$ cat config.mk
export PLATFORM = sky130hd
export DESIGN_NAME = tick_shift_sequencer
export DESIGN_NICKNAME = d
export VERILOG_FILES = /design/src/rtl/tick_shift_sequencer.sv
export SDC_FILE = /design/constraint.sdc
export NUM_CORES = 1
export LEC_CHECK = 0
export BUFFER_PORTS_ARGS = -buffer_cell sky130_fd_sc_hd__buf_2
export CORE_MARGIN = 4
export CORE_UTILIZATION = 48
export CTS_CLUSTER_SIZE = 25
export DETAILED_ROUTE_END_ITERATION = 10
export HOLD_SLACK_MARGIN = 0.1
export PLACE_DENSITY = 0.76
export SYNTH_ARGS = -nofsm -noshare
export SYNTH_HDL_FRONTEND = slang
export SYNTH_SLANG_ARGS = --single-unit
$ cat constraint.sdc
create_clock -name clkin -period 2 [get_ports clkin]
set_clock_uncertainty 0.05 [all_clocks]
set_input_delay 0.2 -clock clkin [delete_from_list [all_inputs] [get_ports clkin]]
set_output_delay 0.2 -clock clkin [all_outputs]
set_load 0.02 [all_outputs]
$ cat src/rtl/tick_shift_sequencer.sv
// Shift-register sequencer stepped by rising edges of a slow, asynchronous tick level.
// A run of STEPS steps is started from IDLE. Completion is flagged with a one-cycle done pulse.
module tick_shift_sequencer #(
  parameter int WIDTH = 8,
  parameter int STEPS = 8
) (
  input  logic             clkin,
  input  logic             rst,
  input  logic             tick_in,
  input  logic             load,
  input  logic [WIDTH-1:0] load_data,
  input  logic             start,
  input  logic [1:0]       mode,
  input  logic             serial_in,
  output logic [WIDTH-1:0] q,
  output logic             serial_out,
  output logic             busy,
  output logic             done,
  output logic [15:0]      step_count
);

  localparam logic [15:0] LAST = 16'(STEPS);

  typedef enum logic [1:0] {IDLE = 2'd0, RUN = 2'd1, DONE = 2'd2} state_t;

  state_t           state, state_nxt;
  logic [2:0]       sync;
  logic             step_en;
  logic [WIDTH-1:0] q_step, q_nxt;
  logic [15:0]      cnt_nxt;
  logic             busy_nxt, done_nxt;

  // sync[0] is the metastability flop; sync[2] holds the previous synchronised level
  always_ff @(posedge clkin) begin
    if (rst) sync <= '0;
    else     sync <= {sync[1:0], tick_in};
  end

  assign step_en = sync[1] & ~sync[2];

  always_comb begin
    q_step = q;
    case (mode)
      2'b01:   q_step = {q[WIDTH-2:0], serial_in};
      2'b10:   q_step = {serial_in, q[WIDTH-1:1]};
      2'b11:   q_step = {q[WIDTH-2:0], q[WIDTH-1]};
      default: q_step = q;
    endcase
  end

  always_comb begin
    state_nxt = state;
    q_nxt     = q;
    cnt_nxt   = step_count;
    busy_nxt  = busy;
    done_nxt  = 1'b0;
    case (state)
      IDLE: begin
        if (load) q_nxt = load_data;
        if (start) begin
          cnt_nxt   = '0;
          busy_nxt  = 1'b1;
          state_nxt = RUN;
        end
      end
      RUN: begin
        if (step_en) begin
          q_nxt   = q_step;
          cnt_nxt = step_count + 16'd1;
          if (cnt_nxt == LAST) begin
            state_nxt = DONE;
            busy_nxt  = 1'b0;
            done_nxt  = 1'b1;
          end
        end
      end
      DONE:    state_nxt = IDLE;
      default: state_nxt = IDLE;
    endcase
  end

  always_ff @(posedge clkin) begin
    if (rst) begin
      state      <= IDLE;
      q          <= '0;
      step_count <= '0;
      busy       <= 1'b0;
      done       <= 1'b0;
    end else begin
      state      <= state_nxt;
      q          <= q_nxt;
      step_count <= cnt_nxt;
      busy       <= busy_nxt;
      done       <= done_nxt;
    end
  end

  assign serial_out = mode[0] ? q[WIDTH-1] : q[0];

endmodule

Yosys cells after proc, flatten, opt, wreduce, memory -nomap -nowiden
Index checks and enable logic that the tools add are counted.
{ "op_classes": {"addsub": 1, "eq_ne": 10, "n_bitwise": 4, "muxes": 17, "n_reduce_logical": 7} }
{ "ops": {"columns": ["op", "n"], "rows": [
  ["$mux 16", 2],
  ["$pmux 16 s2", 1],
  ["$pmux 8 s3", 1],
  ["$add 16x1->16 const B", 1],
  ["$eq 16x4->1 const B", 1],
  ["$mux 8", 2],
  ["$pmux 8 s2", 1],
  ["$ne 2x2->1 const B", 4],
  ["$reduce_and 4->1", 2],
  ["$mux 2", 3],
  ["$reduce_and 3->1", 2],
  ["$mux 1", 5],
  ["$eq 2x1->1 const B", 2],
  ["$eq 2x2->1 const B", 2],
  ["$ne 4x1->1 const B", 1],
  ["$pmux 2 s2", 1],
  ["$not 1->1", 3],
  ["$reduce_or 3->1", 1],
  ["$logic_not 2->1", 1],
  ["$pmux 1 s2", 1],
  ["$reduce_bool 2->1", 1],
  ["$and 1x1->1", 1]
]} }
{ "word_totals": {"elab_cells": 45, "reg_bits": 31} }

Logic depth before layout (Yosys ltp)
Gate-level depths: netlist of the first run.
{ "logic_depth": {"ltp_word": 5, "mapped_depth": 8, "depth_no_buf": 7} }

Worst setup path after synthesis of the first run
OpenSTA, ideal clock, no wires.
{ "synth_timing": {"path_kind": "reg-to-reg", "startpoint": "reg step_count[0]", "endpoint": "reg busy", "stages_incl_launch_ff": 8, "n_path_buf": 1, "arrival_ps": 2042, "setup_slack_ps": -242, "setup_ps": 150, "cell_sequence": "dfxtp_1 ha_1 clkbuf_1 nand2_1 or4_1 a32o_1 nor4b_4 a31oi_1"} }
{ "synth_via": {"elab_chain_cells": 4} }
{ "synth_lines": {"columns": ["item", "line", "rtl"], "rows": [
  ["from (decl)", "19", "output logic [15:0] step_count"],
  ["from (signal assigned)", "92", "step_count <= cnt_nxt;"],
  ["$add 16x1->16", "69", "cnt_nxt = step_count + 16'd1;"],
  ["$eq 16x4->1", "70", "if (cnt_nxt == LAST) begin"],
  ["$ne 2x2->1 (no source line)", null, null],
  ["$reduce_and 4->1 (no source line)", null, null],
  ["to (signal assigned)", "93", "busy <= busy_nxt;"],
  ["to (decl)", "17", "output logic busy,"]
]} }
No other way between the ends.
A chain may end at the register's enable or synchronous reset.

Worst setup path in the final report of the first run
{ "layout_timing": {"startpoint": "reg step_count[6]", "endpoint": "reg state[1]"} }
{ "layout_via": {"elab_chain_cells": 4} }
{ "layout_lines": {"columns": ["item", "line", "rtl"], "rows": [
  ["$add 16x1->16", "69", null],
  ["$eq 16x4->1", "70", null],
  ["$ne 2x2->1 (no source line)", null, null],
  ["$reduce_and 3->1 (no source line)", null, null],
  ["to (signal assigned)", "90", "state <= state_nxt;"],
  ["to (decl)", "26", "state_t state, state_nxt;"]
]} }
No other way between the ends.

==> impl_metrics.toml, run 1 <==
[worst_setup_path]
cpPeakStageDelay_ns = 0.51
arrival_ns = 2.25
cp.required_ns = 2.17
cp_max_fo = 4
crit_type = "register to register"
slowest_stage = "or4b_1"
path_cells = "or3_4, or4b_1, a32o_2, nor4b_4, and3_1"
start_kind = "register"
cp-end-kind = "register"

[sta]
setup_slack_ns = -0.07752
setup_viol = 4
period_minus_slack_ns = 2.078
hold_viol = 0
hold_slack_ns = 0.1864
timing.final.max_slew_violations = 0
tns_ns = -0.2741
max_slew_margin_pct = 64.19
worst_pin_slew_ns = 0.5365
finalCritPeriodShare_pct = 103.9
rsz0062_at_grt = "yes"
max_freq_mhz = 481.3

[final_layout]
mostFrequentLayoutCell = "buf_2"
drive_above_1_share_pct = 27.90
nets = 295
area_growth_syn_to_layout_pct = 24.32
final-instance-count-excl-fill = 322
num_antenna_cells = 0
design_area_um2 = 2232
final_cell_mix = "buf_2 (42), dfxtp_1 (27), nor2_1 (23)"

[placed_design]
place.gp.congestion = 0.7672
placedCellCount = 313
io_buffers = 42
place_area_um2 = 2126
dp_hpwl_mm = 3.116

[route]
first_pass_iters = 4
first_iter_violations = 151
viasPerCell = 5.630
ant_nets = 0
num_vias = 1813
wl_per_cell_um = 13.37
wl_mm = 4.306
drc = 0

[cts]
h-tree-depth = 2
cts-buffers-inserted = 5
cts.path.max_buffers = 2
cts_tree = "done"
clkTransAtPathRegs_ns = 0.06
postCtsSetupBuffers = 0
insertion_delay_ns = 0.28
root_buffer = "clkbuf_8"
numClockSinks = 31

[run_status]
violations = "negative setup slack"
status = "finished with violations"

[yosys]
synthSimpleGateAreaFrac_pct = 27.67
seq_area_frac_synth_pct = 34.56
netlist_area_um2 = 1795
async_reset_ff_share_pct = 0
netlist_top_cells_area = "dfxtp_1 (35%), o21ai_0 (5.0%), nor2_1 (5.0%), nand2_1 (4.4%), a21oi_1 (4.2%)"
synthMuxAreaShare_pct = 1.742
synthAdderAreaFrac_pct = 2.787
synth_cell_type_count = 47
synth-xor-area-share_pct = 2.927
ys_warn_count = 0
synth_top_family_by_area = "simple AND/OR/NAND/NOR gates"
syn_avg_cell_area_um2 = 8.051
synth_top_area_share_pct = 34.56
syn-num-nets = 243
ys.flop_type = "dfxtp_1"
synth_top_cell_by_area = "dfxtp_1"
syn_inst = 223
ys_ff_latch = 31
synth_compound_area_share_pct = 24.67
synth_edf_count = 0

[run]
drv_cap = 0

[global_routing]
track_usage_pct = 18.37
grt_max_degree = 20
grt_antenna_before_repair = 0
grt_first_pass_wirelength_mm = 7.458
grt_remaining_overflow = 0
grt_pass1_vias = 1571

[die]
fp.dieW_um = 69.16
start_util_pct = 51.77
fp.dieH_um = 69.16
rows = 21
core_um2 = 3468
ios = 43
dieArea_um2 = 4783

[pwr]
p_per_area_nw_per_um2 = 566.5
power_leakage_nw = 0.9762
irDropWorstVdd_uv = 446.1

[worst_hold_path]
min_path_type = "input port to register"
-- sequential cells by signal (all words and copies together) (netlist names) --
signal,cells
done,1
sync,3
step_count,16
q,8
state,2
busy,1
-- worst max-delay path: cells and delay by family, from the launching register on --
family / cells / cell delay (ns)
AO/OA/AOI/OAI: 1 / 0.28
flip-flops: 1 / 0.32
AND/OR/NAND/NOR: 4 / 1.37
-- synthesized netlist by cell type, drive strengths merged (2+ instances only) --
master and n:
dfxtp 31, a21o 2, a211oi 2, nand3 8, nor3b 2, a211o 8
xnor2 2, a22oi 7, clkbuf 11, mux2i 2, o31ai 4, xor2 4
nor2b 6, nor3 2, buf 6, nand2b 5, a21oi 15, nor2 24
nand2 21, inv 2, ha 4, nand3b 2, nand4 6, nor4 2
o21ai 18, and4 2, and3 6, a31oi 4
-- area by class of cell --
class                      instances  area, um2
timing repair buffer              62      362.8
tap                               46      57.56
fill                             331       1236
multi-input combinational        173       1091
sequential                        31      633.1
clock buffer                       8      80.08
inverter                           2      7.507
-- timing repair --
item	4_1_cts	5_1_grt
setup endpoints to repair	4	6
resized for setup	1	2
hold buffers	1	0
endpoints found under the hold margin	1	0
pin swaps	2	0
-- cell families (layout without fill, tap and decap cells) --
| family | after synthesis | count (layout) |
|---|---|---|
| AOI/OAI and AO/OA | 68 | 68 |
| xor gates and xnor gates | 6 | 6 |
| adders and majority gates | 4 | 4 |
| buffers and inverters | 19 | 72 |
| DFF | 31 | 31 |
| muxes | 3 | 3 |
| and+or+nand+nor | 92 | 92 |
-- final timing paths --
path	end	cells past startpoint	start	slack, ns
max	state[1]$_SDFFE_PP0P_	5	step_count[6]$_SDFFE_PP0P_	-0.08
min	state[0]$_SDFFE_PP0P_	3	start	0.19
max reg2reg	state[1]$_SDFFE_PP0P_	5	step_count[6]$_SDFFE_PP0P_	-0.08
min reg2reg	sync[1]$_SDFF_PP0_	1	sync[0]$_SDFF_PP0_	0.39
-- metal layers --
layer	global-route usage, %	up-vias	share of wire (%)
li1	-	926	-
met1	24.69	827	46
met2	29.24	54	48
met3	4.360	6	5.9
met4	5.206	0	0.98
met5	0	-	0
-- power breakdown --
part           internal, W  total [W]  switching [W]
Clock             0.000247   0.000464       0.000217
Combinational    0.0000640   0.000151      0.0000874
Sequential        0.000632   0.000649      0.0000172
Total             0.000942    0.00126       0.000322
-- metrics by stage --
stage / util, % / setup slack, ns / power, W
after detailed placement: 61.29 / -0.07934 / 0.0008117
after global routing: 64.36 / -0.1689 / 0.001321
after floorplan: - / -0.07620 / 0.0007610
after CTS: 64.03 / -0.08791 / 0.001277
after global placement: 61.29 / -0.04016 / 0.0008099
final: 64.36 / -0.07752 / 0.001264
Power figures use the tool's default switching activity.
==> run 2: changes to the inputs <==
Settings changed: MAX_ROUTING_LAYER set to met4.
==> run 2 against run 1 <==
Effect of this change: the run still ends with negative setup slack left; first-iteration DRC count fell by 4.6%; worst hold slack got worse by 0.00097 ns; die area did not move; maximum frequency rose by 0.28%; design area did not move; utilization did not move; critical endpoint unchanged; largest cell class unchanged.
==> impl_metrics.toml, run 2 (synthesized netlist as in run 1, its figures left out) <==
[final_layout]
fin_util_pct = 64.36
mostFrequentLayoutCell = "buf_2"
num_antenna_cells = 0
final-instance-count-excl-fill = 322
fillers = 331
nets = 295
largest_register = "step_count"
final_cell_mix = "buf_2 (42), dfxtp_1 (27), nor2_1 (23)"
drive_above_1_share_pct = 27.90
reg.largest.list = "step_count: 16 flops, q: 8 flops, sync: 3 flops"
largest_register_ffs = 16
area_growth_syn_to_layout_pct = 24.32

[worst_setup_path]
path_cells = "or3_4, or4b_1, a32o_2, nor4b_4, and3_1"
start_kind = "register"
reg2reg_depth = 5
crit_type = "register to register"
cp_max_fo = 4
r2r-end = "state[1]$_SDFFE_PP0P_"
arrival_ns = 2.24
regToRegSetupSlack_ns = -0.07
cp-end-kind = "register"
cp.required_ns = 2.17
r2r_start = "step_count[6]$_SDFFE_PP0P_"
cpPeakStageDelay_ns = 0.51
slowest_stage = "or4b_1"

[global_routing]
track_usage_pct = 18.89
grt_max_degree = 20
grt_pass1_vias = 1569
met3_usage_pct = 4.360
grt_antenna_before_repair = 0
grt.busiest_layer = "met2"
use_met2_pct = 29.03
use_met1_pct = 24.87
grt_first_pass_wirelength_mm = 7.458
grt_remaining_overflow = 0

[die]
fp.dieW_um = 69.16
ios = 43
dieArea_um2 = 4783
fp.dieH_um = 69.16
start_util_pct = 51.77
rows = 21
core_um2 = 3468

[sta]
worst_pin_slew_ns = 0.5286
hold_viol = 0
timing.final.max_slew_violations = 0
setup_slack_ns = -0.07175
rsz0062_at_grt = "yes"
finalCritPeriodShare_pct = 103.6
period_minus_slack_ns = 2.072
max_freq_mhz = 482.7
setup_viol = 4
hold_slack_ns = 0.1854
max_slew_margin_pct = 64.72

[placed_design]
placedCellCount = 313
dp_slack_ns = -0.07934
place.gp.congestion = 0.7775
dp_hpwl_mm = 3.116
io_buffers = 42

[run_status]
status = "finished with violations"
violations = "negative setup slack"

[worst_hold_path]
holdPathStages = 3
holdPathEnd = "state[0]$_SDFFE_PP0P_"
min_path_type = "input port to register"
holdCritStartpoint = "start"

[pwr]
seqPwrFrac_pct = 51.3
power_leakage_nw = 0.9762
combPwrFrac_pct = 12.0
p_clk_share_pct = 36.7
irDropWorstVdd_uv = 448.1
p_sw_w = 0.0003225
p_total_w = 0.001265
p_per_area_nw_per_um2 = 566.7
intPower_w = 0.0009425
swShare_pct = 25.50

[cts]
h-tree-depth = 2
cts-buffers-inserted = 5
root_buffer = "clkbuf_8"
insertion_delay_ns = 0.28
cts_tree = "done"
cts.path.max_buffers = 2
numClockSinks = 31
clkTransAtPathRegs_ns = 0.06
postCtsSetupBuffers = 0

[route]
wl_mm = 4.295
num_vias = 1811
drc = 0
viasPerCell = 5.624
first_pass_iters = 4
ant_nets = 0
wl_per_cell_um = 13.34
first_iter_violations = 144

[run]
drv_cap = 0
run 2: cell counts in the layout (fill, tap and decap cells not counted):
Identical to the previous run, type by type.
run 2: worst max-delay path by stage:
stage / depth (start not counted) / slack, ns / to / startpoint
after floorplan: 6 / -0.08 / busy$_SDFFE_PP0P_ / step_count[4]$_SDFFE_PP0P_
after global placement: 5 / -0.04 / state[1]$_SDFFE_PP0P_ / step_count[6]$_SDFFE_PP0P_
after detailed placement: 5 / -0.08 / state[1]$_SDFFE_PP0P_ / step_count[6]$_SDFFE_PP0P_
after CTS: 5 / -0.09 / state[1]$_SDFFE_PP0P_ / step_count[6]$_SDFFE_PP0P_
after global routing: 6 / -0.17 / state[1]$_SDFFE_PP0P_ / step_count[5]$_SDFFE_PP0P_
final: 5 / -0.07 / state[1]$_SDFFE_PP0P_ / step_count[6]$_SDFFE_PP0P_
run 2: stage by stage:
| step | setup TNS, ns | cell area [um2] |
|---|---|---|
| floorplan | -0.2283 | 1810 |
| global placement | -0.1311 | 2126 |
| detailed placement | -0.2936 | 2126 |
| CTS | -0.3143 | 2221 |
| global route | -0.5772 | 2232 |
| finish | -0.2506 | 2232 |
run 2: critical path, delay by kind of cell, from the launching register on:
kind	cells	cell delay [ns]
AO/OA/AOI/OAI	1	0.28
flip-flops	1	0.32
AND/OR/NAND/NOR	4	1.37
run 2: per-layer routing:
layer / routed length (um) / up-vias
li1: - / 924
met1: 1909 / 826
met2: 2068 / 52
met3: 252 / 9
met4: 64 / 0
met5: 0 / -
run 2: layout make-up:
cell class / count / area [um2] / area share [%]
tap: 46 / 57.56 / 2.578
timing repair buffer: 62 / 362.8 / 16.26
inverter: 2 / 7.507 / 0.3363
sequential: 31 / 633.1 / 28.36
clock buffer: 8 / 80.08 / 3.587
multi-input combinational: 173 / 1091 / 48.88
run 2: power groups by stage:
stage          Sequential, W  Clock [W]  Combinational [W]
2_1_floorplan       0.000676          0          0.0000851
3_3_place_gp        0.000662          0           0.000148
3_5_place_dp        0.000662          0           0.000150
4_1_cts             0.000649   0.000477           0.000152
5_1_grt             0.000651   0.000502           0.000169
6_report            0.000649   0.000465           0.000151
run 2: what timing repair did:
action,in CTS,in global routing
resized for setup,1,2
hold endpoints to repair,1,0
hold buffers,1,0
setup endpoints to repair,4,6
pin swaps,2,0
